$ cat src/rtl/fb_pkg.sv
// Shared constants and write-port state encoding for the frame-buffer port controller.
package fb_pkg;

    localparam int unsigned ADDR_W = 17;
    localparam int unsigned IMG_W  = 320;
    localparam int unsigned IMG_H  = 240;
    localparam int unsigned DEPTH  = IMG_W * IMG_H;
    localparam int unsigned RD_LAT = 1;

    typedef enum logic [1:0] {
        W_CLEAR   = 2'd0,
        W_WAIT    = 2'd1,
        W_CAPTURE = 2'd2
    } wr_state_e;

endpackage

$ cat src/rtl/fb_rd_scan.sv
// Read-port scan: sequential address generator plus a valid strobe aligned to the
// register stage and the RAM read latency.
module fb_rd_scan
    import fb_pkg::*;
#(
    parameter int unsigned ADDR_W = fb_pkg::ADDR_W,
    parameter int unsigned DEPTH  = fb_pkg::DEPTH,
    parameter int unsigned RD_LAT = fb_pkg::RD_LAT
) (
    input  logic              clk,
    input  logic              rst_n,
    input  logic              rd_start,
    input  logic              rd_en,
    input  logic              ram_dout,
    output logic              ram_ceb,
    output logic [ADDR_W-1:0] ram_adb,
    output logic              rd_valid,
    output logic              rd_pix
);

    localparam logic [ADDR_W-1:0] LAST = ADDR_W'(DEPTH - 1);

    logic [ADDR_W-1:0] addr_q;
    logic [ADDR_W-1:0] adb_q;
    logic [ADDR_W-1:0] base;
    logic [RD_LAT:0]   vld_q;

    // rd_start takes effect in its own cycle so a coincident rd_en reads address 0
    always_comb base = rd_start ? '0 : addr_q;

    always_ff @(posedge clk or negedge rst_n) begin
        if (!rst_n) begin
            addr_q <= '0;
            adb_q  <= '0;
            vld_q  <= '0;
        end else begin
            vld_q[0] <= rd_en;
            for (int unsigned i = 1; i <= RD_LAT; i++) begin
                vld_q[i] <= vld_q[i-1];
            end
            if (rd_en) begin
                adb_q  <= base;
                addr_q <= (base == LAST) ? '0 : base + ADDR_W'(1);
            end else begin
                addr_q <= base;
            end
        end
    end

    assign ram_ceb  = vld_q[0];
    assign ram_adb  = adb_q;
    assign rd_valid = vld_q[RD_LAT];
    assign rd_pix   = rd_valid & ram_dout;

endmodule

$ cat src/rtl/fb_port_ctrl.sv
// Frame-buffer port sequencer: clear engine and camera capture share the write port,
// fb_rd_scan drives the read port for LCD scan-out.
module fb_port_ctrl
    import fb_pkg::*;
#(
    parameter int unsigned ADDR_W = fb_pkg::ADDR_W,
    parameter int unsigned IMG_W  = fb_pkg::IMG_W,
    parameter int unsigned IMG_H  = fb_pkg::IMG_H,
    parameter int unsigned DEPTH  = IMG_W * IMG_H,
    parameter int unsigned RD_LAT = fb_pkg::RD_LAT
) (
    input  logic              clk,
    input  logic              rst_n,
    input  logic              clear_req,
    input  logic              cam_frame_start,
    input  logic              cam_pix_valid,
    input  logic              cam_pix,
    input  logic              rd_start,
    input  logic              rd_en,
    output logic              rd_pix,
    output logic              rd_valid,
    output logic              busy_clear,
    output logic              frame_done,
    output logic              cam_overrun,
    output logic              ram_cea,
    output logic [ADDR_W-1:0] ram_ada,
    output logic              ram_din,
    output logic              ram_ceb,
    output logic [ADDR_W-1:0] ram_adb,
    output logic              ram_oce,
    input  logic              ram_dout
);

    localparam logic [ADDR_W-1:0] LAST = ADDR_W'(DEPTH - 1);

    wr_state_e         state_q, state_d;
    logic [ADDR_W-1:0] clr_cnt_q, clr_cnt_d;
    logic [ADDR_W-1:0] cap_addr_q, cap_addr_d;
    logic [ADDR_W-1:0] cap_addr_w;
    logic [ADDR_W-1:0] ada_d;
    logic              cea_d, din_d;
    logic              fd_q, fd_d;
    logic              ovr_d;

    always_ff @(posedge clk or negedge rst_n) begin
        if (!rst_n) begin
            state_q     <= W_CLEAR;
            clr_cnt_q   <= '0;
            cap_addr_q  <= '0;
            ram_cea     <= 1'b0;
            ram_ada     <= '0;
            ram_din     <= 1'b0;
            fd_q        <= 1'b0;
            frame_done  <= 1'b0;
            cam_overrun <= 1'b0;
        end else begin
            state_q     <= state_d;
            clr_cnt_q   <= clr_cnt_d;
            cap_addr_q  <= cap_addr_d;
            ram_cea     <= cea_d;
            ram_ada     <= ada_d;
            ram_din     <= din_d;
            fd_q        <= fd_d;
            frame_done  <= fd_q;
            cam_overrun <= ovr_d;
        end
    end

    always_comb begin
        state_d    = state_q;
        clr_cnt_d  = clr_cnt_q;
        cap_addr_d = cap_addr_q;
        cea_d      = 1'b0;
        ada_d      = ram_ada;
        din_d      = ram_din;
        fd_d       = 1'b0;
        ovr_d      = cam_overrun;
        // a frame start redirects the coincident pixel to address 0
        cap_addr_w = cam_frame_start ? '0 : cap_addr_q;

        if (clear_req) begin
            state_d   = W_CLEAR;
            clr_cnt_d = '0;
            ovr_d     = 1'b0;
        end else begin
            case (state_q)
                W_CLEAR: begin
                    cea_d = 1'b1;
                    ada_d = clr_cnt_q;
                    din_d = 1'b0;
                    if (clr_cnt_q == LAST) begin
                        state_d   = W_WAIT;
                        clr_cnt_d = '0;
                    end else begin
                        clr_cnt_d = clr_cnt_q + ADDR_W'(1);
                    end
                    if (cam_pix_valid) ovr_d = 1'b1;
                end
                W_WAIT, W_CAPTURE: begin
                    if (cam_frame_start) begin
                        state_d    = W_CAPTURE;
                        cap_addr_d = '0;
                    end
                    if (cam_pix_valid) begin
                        if (cam_frame_start || state_q == W_CAPTURE) begin
                            cea_d = 1'b1;
                            ada_d = cap_addr_w;
                            din_d = cam_pix;
                            if (cap_addr_w == LAST) begin
                                fd_d       = 1'b1;
                                state_d    = W_WAIT;
                                cap_addr_d = '0;
                            end else begin
                                cap_addr_d = cap_addr_w + ADDR_W'(1);
                            end
                        end else begin
                            ovr_d = 1'b1;
                        end
                    end
                end
                default: state_d = W_CLEAR;
            endcase
        end
    end

    assign busy_clear = (state_q == W_CLEAR);
    assign ram_oce    = 1'b1;

    fb_rd_scan #(
        .ADDR_W (ADDR_W),
        .DEPTH  (DEPTH),
        .RD_LAT (RD_LAT)
    ) u_rd_scan (
        .clk      (clk),
        .rst_n    (rst_n),
        .rd_start (rd_start),
        .rd_en    (rd_en),
        .ram_dout (ram_dout),
        .ram_ceb  (ram_ceb),
        .ram_adb  (ram_adb),
        .rd_valid (rd_valid),
        .rd_pix   (rd_pix)
    );

endmodule
$ cat config.mk
export PLATFORM = sky130hd
export DESIGN_NAME = fb_port_ctrl
export DESIGN_NICKNAME = d
export VERILOG_FILES = /design/src/rtl/fb_pkg.sv /design/src/rtl/fb_rd_scan.sv /design/src/rtl/fb_port_ctrl.sv
export SDC_FILE = /design/constraint.sdc
export NUM_CORES = 1
export LEC_CHECK = 0
export CORE_MARGIN = 1.5
export CORE_UTILIZATION = 55
export DETAILED_ROUTE_END_ITERATION = 10
export GPL_TIMING_DRIVEN = 0
export PLACE_DENSITY_LB_ADDON = 0.15
export SETUP_SLACK_MARGIN = 0.02
export SLEW_MARGIN = 40
export SYNTH_ARGS = -nofsm -noshare
export SYNTH_HDL_FRONTEND = slang
export SYNTH_SLANG_ARGS = --single-unit
$ cat constraint.sdc
create_clock -name clk -period 5.3 [get_ports clk]
set_input_delay 1.06 -clock clk [delete_from_list [all_inputs] [get_ports clk]]
set_output_delay 1.06 -clock clk [all_outputs]
set_load 0.01 [all_outputs]
==> flow_metrics.tcl, run 1 <==
set metrics [dict create \
    seqPwrFrac_pct 40.4 \
    portBuffers 47 \
    antenna_cells 0 \
    setup_viol 0 \
    drt_iter0_drc 277 \
    netSwitchingFraction_pct 36.9 \
    cp.required_ps 4240 \
    insertion_delay_ps 370 \
    synth.area.top_cells "dfrtp_1, nand3b_1, nor2_1, nand3_1, o21ai_0" \
    internal-power_mw 1.40 \
    skew_ps 12.1 \
    initial_utilization_pct 57.1 \
    htree_levels 3 \
    synth-edff-count 0 \
    final_area_um2 5840 \
    dr.pass1.iters 6 \
    cts_tree "done" \
    grt_pass1_vias 4196 \
    drive_above_1_share_pct 8.00 \
    ys_seq_area_share_pct 47.0 \
    pwr-share-clk_pct 22.4 \
    placed_area_um2 5640 \
    synth_seq_cells 94 \
    cpMostUsedCell "clkdlybuf4s50_1" \
    yosysMostFrequentCell "dfrtp_1" \
    post_cts_resize_count 0 \
    synth_area_leader_cell "dfrtp_1" \
    placementRows 34 \
    cts_root_buf "clkbuf_8" \
    grt_usage_pct 26.7 \
    min_period_ps 3200 \
    grt-ovfl-total 0 \
    min_period_over_period_pct 60.4 \
    power.total_mw 2.22 \
    synthDistinctLibCells 59 \
    die_x_um 98.3 \
    cts_buffers 9 \
    cp-end-kind "primary output" \
    static-leakage-power_nw 2.41 \
    die_h_um 98.3 \
    route.detailed.drc 0 \
    clockBufferDepth 2 \
    n_fill_cell 745 \
    max_freq_mhz 312 \
    layout.nets 610 \
    slew_headroom_pct 51.0 \
    status "finished clean" \
    viasPerCell 6.10 \
    synthFlopType "dfrtp_1" \
    wl_per_cell_um 17.3 \
    power_density_nw_per_um2 380 \
    slowest_delay_ps 520 \
    dieArea_um2 9670 \
    synthTopCellsByCount "dfrtp_1, nor2_1, nand2_1" \
    power_frac_comb_pct 37.3 \
    syn_inst 536 \
    place.gp.congestion 0.925 \
    drv_cap 0 \
    routed_wl_mm 12.3 \
    grt_start_max_net_pins 74 \
    p_sw_mw 0.820 \
    cts.hold.buffers_added 0 \
    grt_pass1_wl_mm 20.6 \
    irDropWorstVdd_v 0.000298 \
    vias 4316 \
    cts_setup_buffers 0 \
    ys_warn_count 0 \
    cts.clk_slew.worst_paths_ps 90 \
    core_area_um2 8760 \
    yosysTopAreaCellShare_pct 47.0 \
    rsz0062_at_grt "no" \
    path_cells "clkdlybuf4s50_1 > and2_1 > clkdlybuf4s50_1" \
    clock-sinks 94 \
    ant_nets 0 \
    critPathMaxFanout 1 \
    slowest_stage "clkdlybuf4s50_1" \
    async_reset_ff_share_pct 100 \
    cp-start-kind "input port" \
    area_delta_synth_final_pct 16.7 \
    syn_area_per_cell_um2 9.33 \
    syn-num-nets 551 \
    worstPathArrival_ps 2140 \
    syn_area_um2 5000 \
    dp_hpwl_mm 8.65 \
    hold_path_class "reg2reg" \
    slew_viol_final 0 \
    hold_viol_final 0 \
    antenna_found_initial 0 \
    ios 52 \
    path_class "in2out" \
    tightestPinTransition_ps 729 \
]
## layer usage
metal	GRT usage, %	vias to the layer above	part of all wire, %
met5	0	-	0
met4	10.7	0	2.3
met3	4.22	28	5.5
met2	44.2	168	49
met1	35.2	2100	43
li1	-	2020	-
## layout make-up
type / count / area [um^2] / share of cell area (%)
timing repair buffer: 48 / 503 / 8.62
clock inverter: 5 / 57.6 / 0.986
buffer: 34 / 140 / 2.40
inverter: 22 / 82.6 / 1.41
sequential: 94 / 2350 / 40.3
tap: 108 / 135 / 2.32
multi-input combinational: 386 / 2420 / 41.5
clock buffer: 11 / 141 / 2.42
## metrics by stage
stage | worst slack, ps | TNS, ps | cells | utilization [%] | hold WS [ps]
3_5_place_dp | 1970 | 0 | 692 | 64.3 | 335
4_1_cts | 2090 | 0 | 708 | 66.6 | 356
3_3_place_gp | -299 | -27490 | 691 | 64.0 | 335
6_report | 2100 | 0 | 708 | 66.6 | 354
5_1_grt | 2070 | 0 | 708 | 66.6 | 368
2_1_floorplan | 2430 | 0 | 536 | - | 331
## cell usage in the layout, fill, tap and decap left out, types with 22 or more instances in the layout
cell	n
nand2_1	40
nor2_1	52
inv_1	22
nand3b_1	29
nand3_1	32
o21ai_0	32
clkbuf_1	24
dfrtp_1	94
clkdlybuf4s50_1	46
## worst paths after layout
kind                       slack (ps)       start  depth (start not counted)                   end
hold reg to reg                   350        fd_q                          0            frame_done
hold / removal                    350        fd_q                          0            frame_done
setup / recovery                 2100    ram_dout                          3                rd_pix
max in group asynchronous        4210       rst_n                          2        cap_addr_q[15]
setup reg to reg                 2850  state_q[0]                          9           ram_ada[13]
min in group asynchronous         500       rst_n                          1  u_rd_scan.ram_adb[6]
## kinds of logic after synthesis
logic type,count (synthesis),share of synthesized area [%]
other,1,0.0750
xor gates and xnor gates,16,2.80
muxes,18,3.83
buffers and inverters,56,4.45
DFF,94,47.0
AOI/OAI and AO/OA,94,11.4
and+or+nand+nor,251,28.9
adders and majority gates,6,1.50
## state kept, by name (all words and copies together), names as in the netlist
| signal | cells |
|---|---|
| u_rd_scan.ram_adb | 17 |
| u_rd_scan.addr_q | 17 |
| fd_q | 1 |
| cam_overrun | 1 |
| u_rd_scan.vld_q | 2 |
| state_q | 2 |
| clr_cnt_q | 17 |
| ram_cea | 1 |
| ram_ada | 17 |
| frame_done | 1 |
| ram_din | 1 |
| cap_addr_q | 17 |
## power by group through the flow
stage / registers (mW) / clock network (mW) / logic [mW]
CTS: 0.894 / 0.503 / 0.824
detailed placement: 0.907 / 0 / 0.818
floorplan: 0.923 / 0 / 0.461
finish: 0.896 / 0.496 / 0.827
global route: 0.906 / 0.531 / 0.916
global placement: 0.905 / 0 / 0.795
## critical path: cells and delay by family
kind	cells	cell delay, ps
buffers and inverters	2	970
AND/OR/NAND/NOR	1	110
(Power assumes the default switching activity.)
==> run 2: changes to the inputs <==
==> constraint.sdc (replaced) <==
create_clock -name clk -period 3.2 [get_ports clk]
set_input_delay 0.64 -clock clk [delete_from_list [all_inputs] [get_ports clk]]
set_output_delay 0.64 -clock clk [all_outputs]
set_load 0.01 [all_outputs]
==> run 2 against run 1 <==
Net effect: critical path depth up 4; total power up 65%; clock power grew 65%; largest cell class unchanged; non-clock buffer count did not move; via count down 0.21%; setup slack lost 1500 ps.
==> flow_metrics.tcl, run 2 (synthesis results as in run 1) <==
set metrics [dict create \
    status "finished clean" \
    hold_path_class "in2async" \
    grt_pass1_vias 4198 \
    grt_pass1_wl_mm 20.6 \
    vias 4307 \
    power_frac_comb_pct 37.3 \
    max_freq_mhz 384 \
    seqPwrFrac_pct 40.4 \
    grt_start_max_net_pins 74 \
    cts_tree "done" \
    drive_above_1_share_pct 8.00 \
    internal-power_mw 2.32 \
    pre_cts_ws_ps 286 \
    p_sw_mw 1.35 \
    initial_utilization_pct 57.1 \
    layout.nets 610 \
    htree_levels 3 \
    place.gp.congestion 0.925 \
    cts.clk_slew.worst_paths_ps 100 \
    power_density_nw_per_um2 629 \
    slowest_delay_ps 590 \
    slew_headroom_pct 50.5 \
    rsz0062_at_grt "no" \
    tightestPinTransition_ps 738 \
    startpoint "rd_start" \
    dieArea_um2 9670 \
    ant_nets 0 \
    worstPathArrival_ps 2840 \
    critPathMaxFanout 10 \
    routed_wl_mm 12.2 \
    final_core_utilization_pct 66.6 \
    min_period_over_period_pct 81.5 \
    antenna_cells 0 \
    cp-start-kind "input port" \
    cts_buffers 9 \
    antenna_found_initial 0 \
    slowest_stage "clkdlybuf4s50_1" \
    setup_viol 0 \
    min_period_ps 2610 \
    portBuffers 47 \
    path_cells "clkdlybuf4s50_1 > nand4bb_1 > nor4_1 > and4_1 > clkbuf_1 > nand3b_1 > a21oi_1" \
    cts_setup_buffers 0 \
    clockBufferDepth 2 \
    netSwitchingFraction_pct 36.9 \
    cts.hold.buffers_added 0 \
    dr.pass1.iters 5 \
    final_cell_mix "dfrtp_1, nor2_1, clkdlybuf4s50_1, nand2_1" \
    grt-ovfl-total 0 \
    static-leakage-power_nw 2.41 \
    route.detailed.drc 0 \
    r2r-start "state_q[0]" \
    post_cts_resize_count 0 \
    slew_viol_final 0 \
    hold_viol_final 0 \
    clock-sinks 94 \
    pwr-share-clk_pct 22.3 \
    dp_hpwl_mm 8.65 \
    irDropWorstVdd_v 0.000491 \
    power.total_mw 3.67 \
    drv_cap 0 \
    placementRows 34 \
    cts_root_buf "clkbuf_8" \
    viasPerCell 6.08 \
    fin_ws_ps 592 \
    drt_iter0_drc 282 \
    stdcell_count 708 \
    cp.required_ps 3430 \
    die_x_um 98.3 \
    die_h_um 98.3 \
    final_common_cell "dfrtp_1" \
    core_area_um2 8760 \
    cp-end-kind "register" \
    insertion_delay_ps 370 \
    wl_per_cell_um 17.3 \
    area_delta_synth_final_pct 16.7 \
    ios 52 \
    grt_usage_pct 26.7 \
    place_inst 692 \
    skew_ps 13.9 \
    path_class "in2reg" \
]
[run 2: per-layer routing]
layer / global-route usage [%] / wire length (um) / vias to the layer above
met3: 4.22 / 574 / 23
met4: 10.5 / 229 / 0
met5: 0 / 0 / -
li1: - / - / 2017
met1: 35.3 / 5310 / 2119
met2: 44.3 / 6130 / 148
[run 2: path summary, 6_finish.rpt]
kind	endpoint	slack, ps	depth (start not counted)
worst max-delay path	u_rd_scan.addr_q[13]	590	7
worst max register to register	ram_ada[13]	770	9
worst min register to register	frame_done	350	0
max in group asynchronous	clr_cnt_q[5]	2500	2
worst min-delay path	u_rd_scan.ram_adb[6]	90	1
min in group clk	frame_done	350	0
[run 2: per-stage QoR]
stage / instance area (um^2) / hold slack, ps / TNS, ps
after detailed placement: 5640 / 335 / 0
after floorplan: 5000 / 331 / 0
after global routing: 5840 / 73.5 / 0
after global placement: 5610 / 335 / -185410
final: 5840 / 86.3 / 0
after CTS: 5840 / 78.3 / 0
[run 2: layout make-up]
class                           instances  area [um^2]
Buffer                                 34          140
Inverter                               22         82.6
Tap cell                              108          135
Multi-Input combinational cell        386         2420
Timing Repair Buffer                   48          503
Clock inverter                          5         57.6
Sequential cell                        94         2350
Fill cell                             745         2930
Clock buffer                           11          141
[run 2: critical path: cells and delay by family]
family          cells  cell delay [ps]
buf+inv             2              920
simple gates        4             1190
compound gates      1               80
[run 2: power groups by stage]
stage               logic (mW)  registers (mW)  clock network [mW]
finish                    1.37            1.48               0.819
CTS                       1.37            1.48               0.833
global route              1.52            1.50               0.880
detailed placement        1.35            1.50                   0
floorplan                0.763            1.53                   0
global placement          1.32            1.50                   0
